===== src/rtl/uart_tx_fifo.sv =====
// uart_tx_fifo: 8N1 UART transmitter (LSB first) fed by a small byte FIFO.
// Bytes are queued through a valid/ready handshake and sent back-to-back
// with no idle gap between frames.
// Optional macro UART_TX_PARITY_EN inserts a parity bit (even, or odd when
// ODD_PARITY=1) between the data bits and the stop bit.
module uart_tx_fifo #(
  parameter int CLKS_PER_BIT = 2604,
  parameter int FIFO_DEPTH   = 4,
  parameter int ODD_PARITY   = 0
) (
  input  logic                             clk,
  input  logic                             reset,
  input  logic [7:0]                       tx_data,
  input  logic                             tx_valid,
  output logic                             tx_ready,
  output logic                             tx,
  output logic                             busy,
  output logic [$clog2(FIFO_DEPTH+1)-1:0]  fifo_count
);

  localparam int BW = $clog2(CLKS_PER_BIT);
  localparam int PW = $clog2(FIFO_DEPTH);
  localparam int CW = $clog2(FIFO_DEPTH + 1);
  localparam logic [BW-1:0] BAUD_LAST  = BW'(CLKS_PER_BIT - 1);
  localparam logic [CW-1:0] COUNT_FULL = CW'(FIFO_DEPTH);

  typedef enum logic [2:0] {
    S_IDLE,
    S_START,
    S_DATA,
`ifdef UART_TX_PARITY_EN
    S_PARITY,
`endif
    S_STOP
  } state_t;

  state_t          r_state;
  state_t          w_nextState;
  logic [7:0]      r_mem [FIFO_DEPTH];
  logic [PW-1:0]   r_wrPtr;
  logic [PW-1:0]   r_rdPtr;
  logic [CW-1:0]   r_count;
  logic [BW-1:0]   r_baud;
  logic [2:0]      r_bitIdx;
  logic [2:0]      w_bitIdxNext;
  logic [7:0]      r_shift;
  logic            r_tx;
  logic            w_txNext;
  logic            w_push;
  logic            w_pop;
  logic            w_empty;
  logic            w_bitDone;
`ifdef UART_TX_PARITY_EN
  logic            w_parity;
`endif

  assign w_empty      = (r_count == '0);
  assign tx_ready     = (r_count != COUNT_FULL);
  assign w_push       = tx_valid && tx_ready;
  assign w_bitDone    = (r_baud == BAUD_LAST);
  assign w_bitIdxNext = r_bitIdx + 3'd1;
`ifdef UART_TX_PARITY_EN
  assign w_parity     = (^r_shift) ^ (ODD_PARITY != 0);
`endif

  assign tx         = r_tx;
  assign busy       = (r_state != S_IDLE) || !w_empty;
  assign fifo_count = r_count;

  // FIFO storage: written at the tail on every accepted byte
  always_ff @(posedge clk) begin
    if (w_push) begin
      r_mem[r_wrPtr] <= tx_data;
    end
  end

  // FIFO pointers and occupancy; push and pop together leave the count alone
  always_ff @(posedge clk) begin
    if (!reset) begin
      r_wrPtr <= '0;
      r_rdPtr <= '0;
      r_count <= '0;
    end else begin
      if (w_push) begin
        r_wrPtr <= r_wrPtr + PW'(1);
      end
      if (w_pop) begin
        r_rdPtr <= r_rdPtr + PW'(1);
      end
      if (w_push && !w_pop) begin
        r_count <= r_count + CW'(1);
      end else if (!w_push && w_pop) begin
        r_count <= r_count - CW'(1);
      end
    end
  end

  // Next state, next line level and pop decision; the line is registered so
  // it is computed here from where the FSM is going next
  always_comb begin
    w_nextState = r_state;
    w_txNext    = 1'b1;
    w_pop       = 1'b0;
    case (r_state)
      S_IDLE: begin
        if (!w_empty) begin
          w_pop       = 1'b1;
          w_nextState = S_START;
          w_txNext    = 1'b0;
        end
      end
      S_START: begin
        if (w_bitDone) begin
          w_nextState = S_DATA;
          w_txNext    = r_shift[0];
        end else begin
          w_txNext    = 1'b0;
        end
      end
      S_DATA: begin
        if (w_bitDone) begin
          if (r_bitIdx == 3'd7) begin
`ifdef UART_TX_PARITY_EN
            w_nextState = S_PARITY;
            w_txNext    = w_parity;
`else
            w_nextState = S_STOP;
            w_txNext    = 1'b1;
`endif
          end else begin
            w_txNext    = r_shift[w_bitIdxNext];
          end
        end else begin
          w_txNext      = r_shift[r_bitIdx];
        end
      end
`ifdef UART_TX_PARITY_EN
      S_PARITY: begin
        if (w_bitDone) begin
          w_nextState = S_STOP;
          w_txNext    = 1'b1;
        end else begin
          w_txNext    = w_parity;
        end
      end
`endif
      S_STOP: begin
        if (w_bitDone) begin
          if (!w_empty) begin
            w_pop       = 1'b1;
            w_nextState = S_START;
            w_txNext    = 1'b0;
          end else begin
            w_nextState = S_IDLE;
          end
        end
      end
      default: begin
        w_nextState = S_IDLE;
      end
    endcase
  end

  // State, line, shift register, baud and bit counters
  always_ff @(posedge clk) begin
    if (!reset) begin
      r_state  <= S_IDLE;
      r_tx     <= 1'b1;
      r_shift  <= '0;
      r_baud   <= '0;
      r_bitIdx <= '0;
    end else begin
      r_state <= w_nextState;
      r_tx    <= w_txNext;
      if (w_pop) begin
        r_shift <= r_mem[r_rdPtr];
      end
      if ((r_state == S_IDLE) || w_bitDone) begin
        r_baud <= '0;
      end else begin
        r_baud <= r_baud + BW'(1);
      end
      if ((r_state == S_DATA) && w_bitDone) begin
        r_bitIdx <= w_bitIdxNext;
      end
    end
  end

endmodule


===== config.mk =====
export PLATFORM = sky130hd
export DESIGN_NAME = uart_tx_fifo
export DESIGN_NICKNAME = d
export VERILOG_FILES = /design/src/rtl/uart_tx_fifo.sv
export SDC_FILE = /design/constraint.sdc
export NUM_CORES = 1
export LEC_CHECK = 0
export ABC_AREA = 1
export BUFFER_PORTS_ARGS = -buffer_cell sky130_fd_sc_hd__buf_4
export CAP_MARGIN = 20
export CORE_ASPECT_RATIO = 1.75
export CORE_MARGIN = 1
export CORE_UTILIZATION = 60
export DETAILED_ROUTE_END_ITERATION = 12
export PLACE_DENSITY = 0.88
export SYNTH_ARGS = -nofsm -noshare
export SYNTH_HDL_FRONTEND = slang
export SYNTH_SLANG_ARGS = --single-unit

===== constraint.sdc =====
create_clock -name clk -period 3.3 [get_ports clk]
set_input_delay 0.33 -clock clk [delete_from_list [all_inputs] [get_ports clk]]
set_output_delay 0.33 -clock clk [all_outputs]
set_load 0.05 [all_outputs]

==> results of run 1 <==
-- registers in the layout, indices dropped and copies added (netlist names) --
register and count:
r_rdPtr 2, r_bitIdx 3, fifo_count 3, r_wrPtr 2
tx 1, r_state 2, r_mem 32, r_shift 8
r_baud 12
-- cells by family (layout without fill, tap and decap cells) --
group	count (synthesis)	after routing	share of synthesized area
simple gates	156	156	0.2259
compound gates	65	65	0.1091
flops	65	65	0.5201
buf+inv	56	78	0.07905
fa+ha+maj	13	13	0.05457
xor+xnor	4	4	0.01123
-- per-layer routing --
metal / part of all wire / vias to the layer above / global-route usage
li1: - / 1215 / -
met1: 0.37 / 1101 / 0.2061
met2: 0.57 / 46 / 0.4317
met3: 0.034 / 14 / 0.06391
met4: 0.032 / 0 / 0.1407
met5: 0 / - / 0
-- Yosys cell counts --
| master | instances | area (µm²) |
|---|---|---|
| nand3_4 | 1 | 17.52 |
| nand3b_4 | 1 | 20.02 |
| nor3_1 | 3 | 15.01 |
| inv_2 | 3 | 11.26 |
| dfxtp_1 | 33 | 660.6 |
| and2_2 | 1 | 7.510 |
| nor4_2 | 1 | 12.51 |
| nand4_1 | 3 | 18.77 |
| nand2_1 | 54 | 202.7 |
| o21ai_0 | 32 | 160.2 |
| inv_1 | 40 | 150.1 |
| o2111ai_1 | 1 | 8.760 |
| xor2_1 | 4 | 35.03 |
| edfxtp_1 | 32 | 960.9 |
| buf_6 | 2 | 22.52 |
| fa_1 | 1 | 20.02 |
| buf_2 | 1 | 5.000 |
| buf_4 | 5 | 37.54 |
| a21oi_1 | 22 | 110.1 |
| clkbuf_2 | 1 | 5.000 |
| nand3b_1 | 1 | 7.510 |
| o21ai_1 | 1 | 5.000 |
| nor3b_1 | 1 | 7.510 |
| o22ai_1 | 9 | 56.30 |
| nor2_1 | 59 | 221.5 |
| nand2_2 | 3 | 18.77 |
| clkinv_1 | 2 | 7.510 |
| nor2_4 | 1 | 11.26 |
| clkbuf_1 | 2 | 7.510 |
| ha_1 | 12 | 150.1 |
| nor3_2 | 1 | 10.01 |
| nand3_1 | 23 | 115.1 |
| or2_2 | 1 | 6.260 |
| nor2_2 | 2 | 12.51 |
-- power breakdown --
part / switching [mW] / internal [mW]
clock network: 0.311 / 0.274
logic: 0.606 / 0.297
registers: 0.0702 / 0.963
total: 0.987 / 1.54
-- area by class of cell --
class,instances,area [µm²],share of cell area
sequential,65,1622,0.4759
multi-input combinational,238,1250,0.3669
inverter,45,168.9,0.04958
clock buffer,10,127.6,0.03746
timing repair buffer,17,127.6,0.03746
tap,54,67.56,0.01983
clock inverter,6,43.79,0.01285
-- worst max-delay path, stage by stage (launching register included) --
cell	delay [ns]
dfxtp_1	0.37
inv_1	0.09
ha_1	0.32
clkinv_1	0.38
nand2_1	0.20
ha_1	0.15
inv_1	0.06
fa_1	0.37
a21oi_1	0.14
o21ai_0	0.11
o21ai_0	0.20
a21oi_1	0.07
-- stage by stage --
| stage | cell area (µm²) | hold WS [ns] |
|---|---|---|
| global placement | 3236 | 0.4314 |
| detailed placement | 3236 | 0.4413 |
| finish | 3407 | 0.1798 |
| global route | 3407 | 0.1652 |
| floorplan | 3118 | 0.4175 |
| CTS | 3407 | 0.1687 |
-- how the worst max path moves through the flow --
stage / start / end / slack, ns / cells past startpoint
6_report: r_state[0] / fifo_count[2] / 0.71 / 11
5_1_grt: r_state[0] / fifo_count[2] / 0.48 / 11
4_1_cts: r_state[0] / fifo_count[2] / 0.74 / 11
3_5_place_dp: r_state[0] / fifo_count[2] / 0.78 / 11
3_3_place_gp: r_state[0] / fifo_count[2] / 0.89 / 11
2_1_floorplan: fifo_count[1] / fifo_count[2] / 0.61 / 11
==> impl_metrics.tcl, run 1 <==
set metrics [dict create \
    wl_um 5613 \
    tightest_slew_ns 0.7720 \
    grt-ovfl-total 0 \
    crit_arrival_ns 2.82 \
    grt_setup_unrepaired "false" \
    ctsHoldBuffers 0 \
    worstHoldPathCells 1 \
    die_width_um 56.50 \
    r2r_setup_slack_ns 0.71 \
    setup-violations-final 0 \
    wl_per_cell_um 12.90 \
    setup_slack_ns 0.7070 \
    critPathRequiredTime_ns 3.53 \
    drc_errors 0 \
    synth_cells 359 \
    cts_resized 0 \
    ys_seq_area_frac 0.5201 \
    drt-initial-drc-count 101 \
    cp-end-kind "flip-flop" \
    period_share 0.7857 \
    syn_nets 383 \
    synthDistinctLibCells 34 \
    syn-cell-area_um2 3118 \
    start_kind "flip-flop" \
    vias_per_cell 5.462 \
    yosys_warnings 0 \
    relSlewSlack 0.4834 \
    vdd_ir_drop_max_uv 613.1 \
    slew_viol_final 0 \
    hold_violations 0 \
    start_util 0.6264 \
    io_pins 17 \
    fin_skew_ns 0.008894 \
    area_growth_pct 9.270 \
    critPathMaxFanout 18 \
    power_mw 2.523 \
    port_buffers 16 \
    outcome "completed" \
    via_count 2376 \
    fin_crit_ns 2.593 \
    r2r_cells 11 \
    final_common_cell "nor2_1" \
    antenna_found_initial 0 \
    final_util 0.6845 \
    path_class "reg -> reg" \
    hold-path-endpoint "r_mem[3][3]" \
    ys_ff_latch 65 \
    post_cts_buffers 0 \
    die_area_um2 5501 \
    first_global_vias 2374 \
    r2r_start "r_state[0]" \
    fin_nets 400 \
    dp_slack_ns 0.7757 \
    powerDensity_nw_per_um2 740.4 \
    final_cell_count_no_fill 435 \
    drive_gt1_frac 0.1234 \
    rows 34 \
    path_clk_slew_ns 0.07 \
    hp-start "tx_data[3]" \
    cts_tree "done" \
    fin_tns_setup_ns 0 \
    h-tree-depth 3 \
    hold_class "in -> reg" \
    r2r_end "fifo_count[2]" \
    cts_made_buffers 9 \
    max_freq_mhz 385.7 \
    antenna_left 0 \
    drtPass1Iterations 4 \
    dp_hpwl_um 4038 \
    grt_pass1_wl_um 9632 \
    grt_max_degree 24 \
    dieHeight_um 97.37 \
    final_cell_mix "59 x nor2_1, 54 x nand2_1, 40 x inv_1" \
    cts-root-buf "clkbuf_8" \
    routabilityCongestion 0.8776 \
    fillers 397 \
    dp.cells 419 \
    avgSynthCellArea_um2 8.685 \
    core_area_um2 4977 \
    cts_num_sinks 65 \
    grtUsageTotal 0.2304 \
    cap_violations 0 \
    p_leak_nw 1.357 \
    clock_path_buffers 2 \
    antennaDiodeCount 0 \
    clock_latency_ns 0.35 \
]
Note: power is estimated with default switching activity, not from simulation.
==> inputs of run 2 (changes only) <==
==> constraint.sdc (replaced) <==
create_clock -name clk -period 2.67 [get_ports clk]
set_input_delay 0.267 -clock clk [delete_from_list [all_inputs] [get_ports clk]]
set_output_delay 0.267 -clock clk [all_outputs]
set_load 0.05 [all_outputs]
==> impl_metrics.tcl, run 2 (same netlist as run 1, synthesis figures left out) <==
set metrics [dict create \
    cp-end-kind "flip-flop" \
    fin_skew_ns 0.01023 \
    power.internal_mw 1.927 \
    r2r_start "r_state[0]" \
    wl_um 5832 \
    r2r_cells 11 \
    seqPwrFrac 0.403 \
    cts_tree "done" \
    fin_tns_setup_ns 0 \
    antenna_left 0 \
    start_util 0.6264 \
    largest_reg_flops 32 \
    vias_per_cell 5.579 \
    hold_violations 0 \
    slowest_stage "dfxtp_1" \
    critPathBufInv 3 \
    p_leak_nw 1.367 \
    fillers 396 \
    max_flop_register "r_mem" \
    clkPwrFrac 0.237 \
    worstHoldPathCells 1 \
    switchingPower_mw 1.258 \
    dp_hpwl_um 4220 \
    area_growth_pct 10.15 \
    p_sw_frac 0.3950 \
    grt-ovfl-total 0 \
    cts-root-buf "clkbuf_8" \
    hold_class "in -> reg" \
    path_delay_family "adder cells" \
    cts_resized 0 \
    port_buffers 16 \
    path_class "reg -> reg" \
    regArea_um2 1622 \
    cts_num_sinks 65 \
    die_width_um 56.50 \
    tightest_slew_ns 0.7915 \
    routabilityCongestion 0.8334 \
    rows 34 \
    powerDensity_nw_per_um2 927.6 \
    slew_viol_final 0 \
    grt_setup_unrepaired "false" \
    crit_chain "inv_1 > ha_1 > clkinv_1 > nand2_1 > ha_1 > inv_1 > fa_1 > a21oi_1 > o21ai_0 > o21ai_0 > a21oi_1" \
    top_regs "r_mem: 32 flops, r_baud: 12 flops, r_shift: 8 flops" \
    hp-start "tx_data[2]" \
    crit_arrival_ns 2.39 \
    period_share 0.8081 \
    core_area_um2 4977 \
    r2r_setup_slack_ns 0.51 \
    slowest_delay_ns 0.38 \
    drc_errors 0 \
    grtUsageTotal 0.2334 \
    relSlewSlack 0.4704 \
    final_cell_mix "59 x nor2_1, 54 x nand2_1, 40 x inv_1" \
    critPathRequiredTime_ns 2.90 \
    fin_nets 402 \
    cap_violations 0 \
    drtPass1Iterations 4 \
    drt-initial-drc-count 62 \
    start_kind "flip-flop" \
    setup-violations-final 0 \
    cts_made_buffers 9 \
    grt_max_degree 24 \
    h-tree-depth 3 \
    multiInputGateArea_um2 1255 \
    first_global_vias 2449 \
    grt_pass1_wl_um 9791 \
    critPathMaxFanout 3 \
    post_cts_buffers 0 \
    vdd_ir_drop_max_uv 734.6 \
    final_cell_area_um2 3435 \
    hold-path-endpoint "r_mem[3][2]" \
    clock_latency_ns 0.35 \
    antennaDiodeCount 0 \
    final_common_cell "nor2_1" \
    dpl_cell_area_um2 3256 \
    clock_path_buffers 2 \
    io_pins 17 \
    via_count 2438 \
    drive_gt1_frac 0.1332 \
    dieHeight_um 97.37 \
    wl_per_cell_um 13.35 \
    fin_crit_ns 2.158 \
    max_freq_mhz 463.5 \
    timing.hold.ws_ns 0.1148 \
    die_area_um2 5501 \
    r2r_end "fifo_count[2]" \
    p_comb_frac 0.360 \
    outcome "completed" \
    antenna_found_initial 0 \
    path_clk_slew_ns 0.08 \
    ctsHoldBuffers 0 \
]
## run 2: routing by layer
layer / vias to the layer above / part of all wire / track usage
li1: 1227 / - / -
met1: 1138 / 0.36 / 0.1936
met2: 48 / 0.57 / 0.4471
met3: 25 / 0.028 / 0.05992
met4: 0 / 0.043 / 0.1614
met5: - / 0 / 0
## run 2: layout make-up
cell class,instances,share of cell area
clock inverter,7,0.01603
clock buffer,9,0.03607
tap,54,0.01967
sequential,65,0.4721
multi-input combinational,238,0.3654
timing repair buffer,19,0.04153
inverter,45,0.04918
## run 2: power by group through the flow
stage               Clock [mW]  Combinational, mW  Sequential [mW]
floorplan                    0              0.849             1.35
global placement             0               1.11             1.29
detailed placement           0               1.14             1.30
CTS                      0.766               1.15             1.28
global route             0.813               1.28             1.30
finish                   0.756               1.15             1.28
## run 2: worst max path at each step
stage	start	end	slack, ns	cells past startpoint
finish	r_state[0]	fifo_count[2]	0.51	11
global route	r_state[0]	fifo_count[2]	0.24	11
CTS	r_state[0]	fifo_count[2]	0.53	11
detailed placement	r_state[1]	fifo_count[2]	0.57	11
global placement	r_state[0]	fifo_count[2]	0.67	11
floorplan	fifo_count[1]	fifo_count[2]	0.21	11
## run 2: through the flow
| stage | setup slack (ns) | util | cells | total power [mW] |
|---|---|---|---|---|
| after floorplan | 0.2104 | - | 359 | 2.204 |
| after global placement | 0.6690 | 0.6541 | 421 | 2.401 |
| after detailed placement | 0.5695 | 0.6541 | 421 | 2.445 |
| after CTS | 0.5283 | 0.6900 | 437 | 3.195 |
| after global routing | 0.2426 | 0.6900 | 437 | 3.397 |
| final | 0.5124 | 0.6900 | 437 | 3.186 |
## run 2: worst reg2reg max path: cells and delay by family (launching register included)
family,cells,cell delay (ns)
compound gates,4,0.53
fa+ha+maj,3,0.83
buf+inv,3,0.24
flops,1,0.38
simple gates,1,0.07
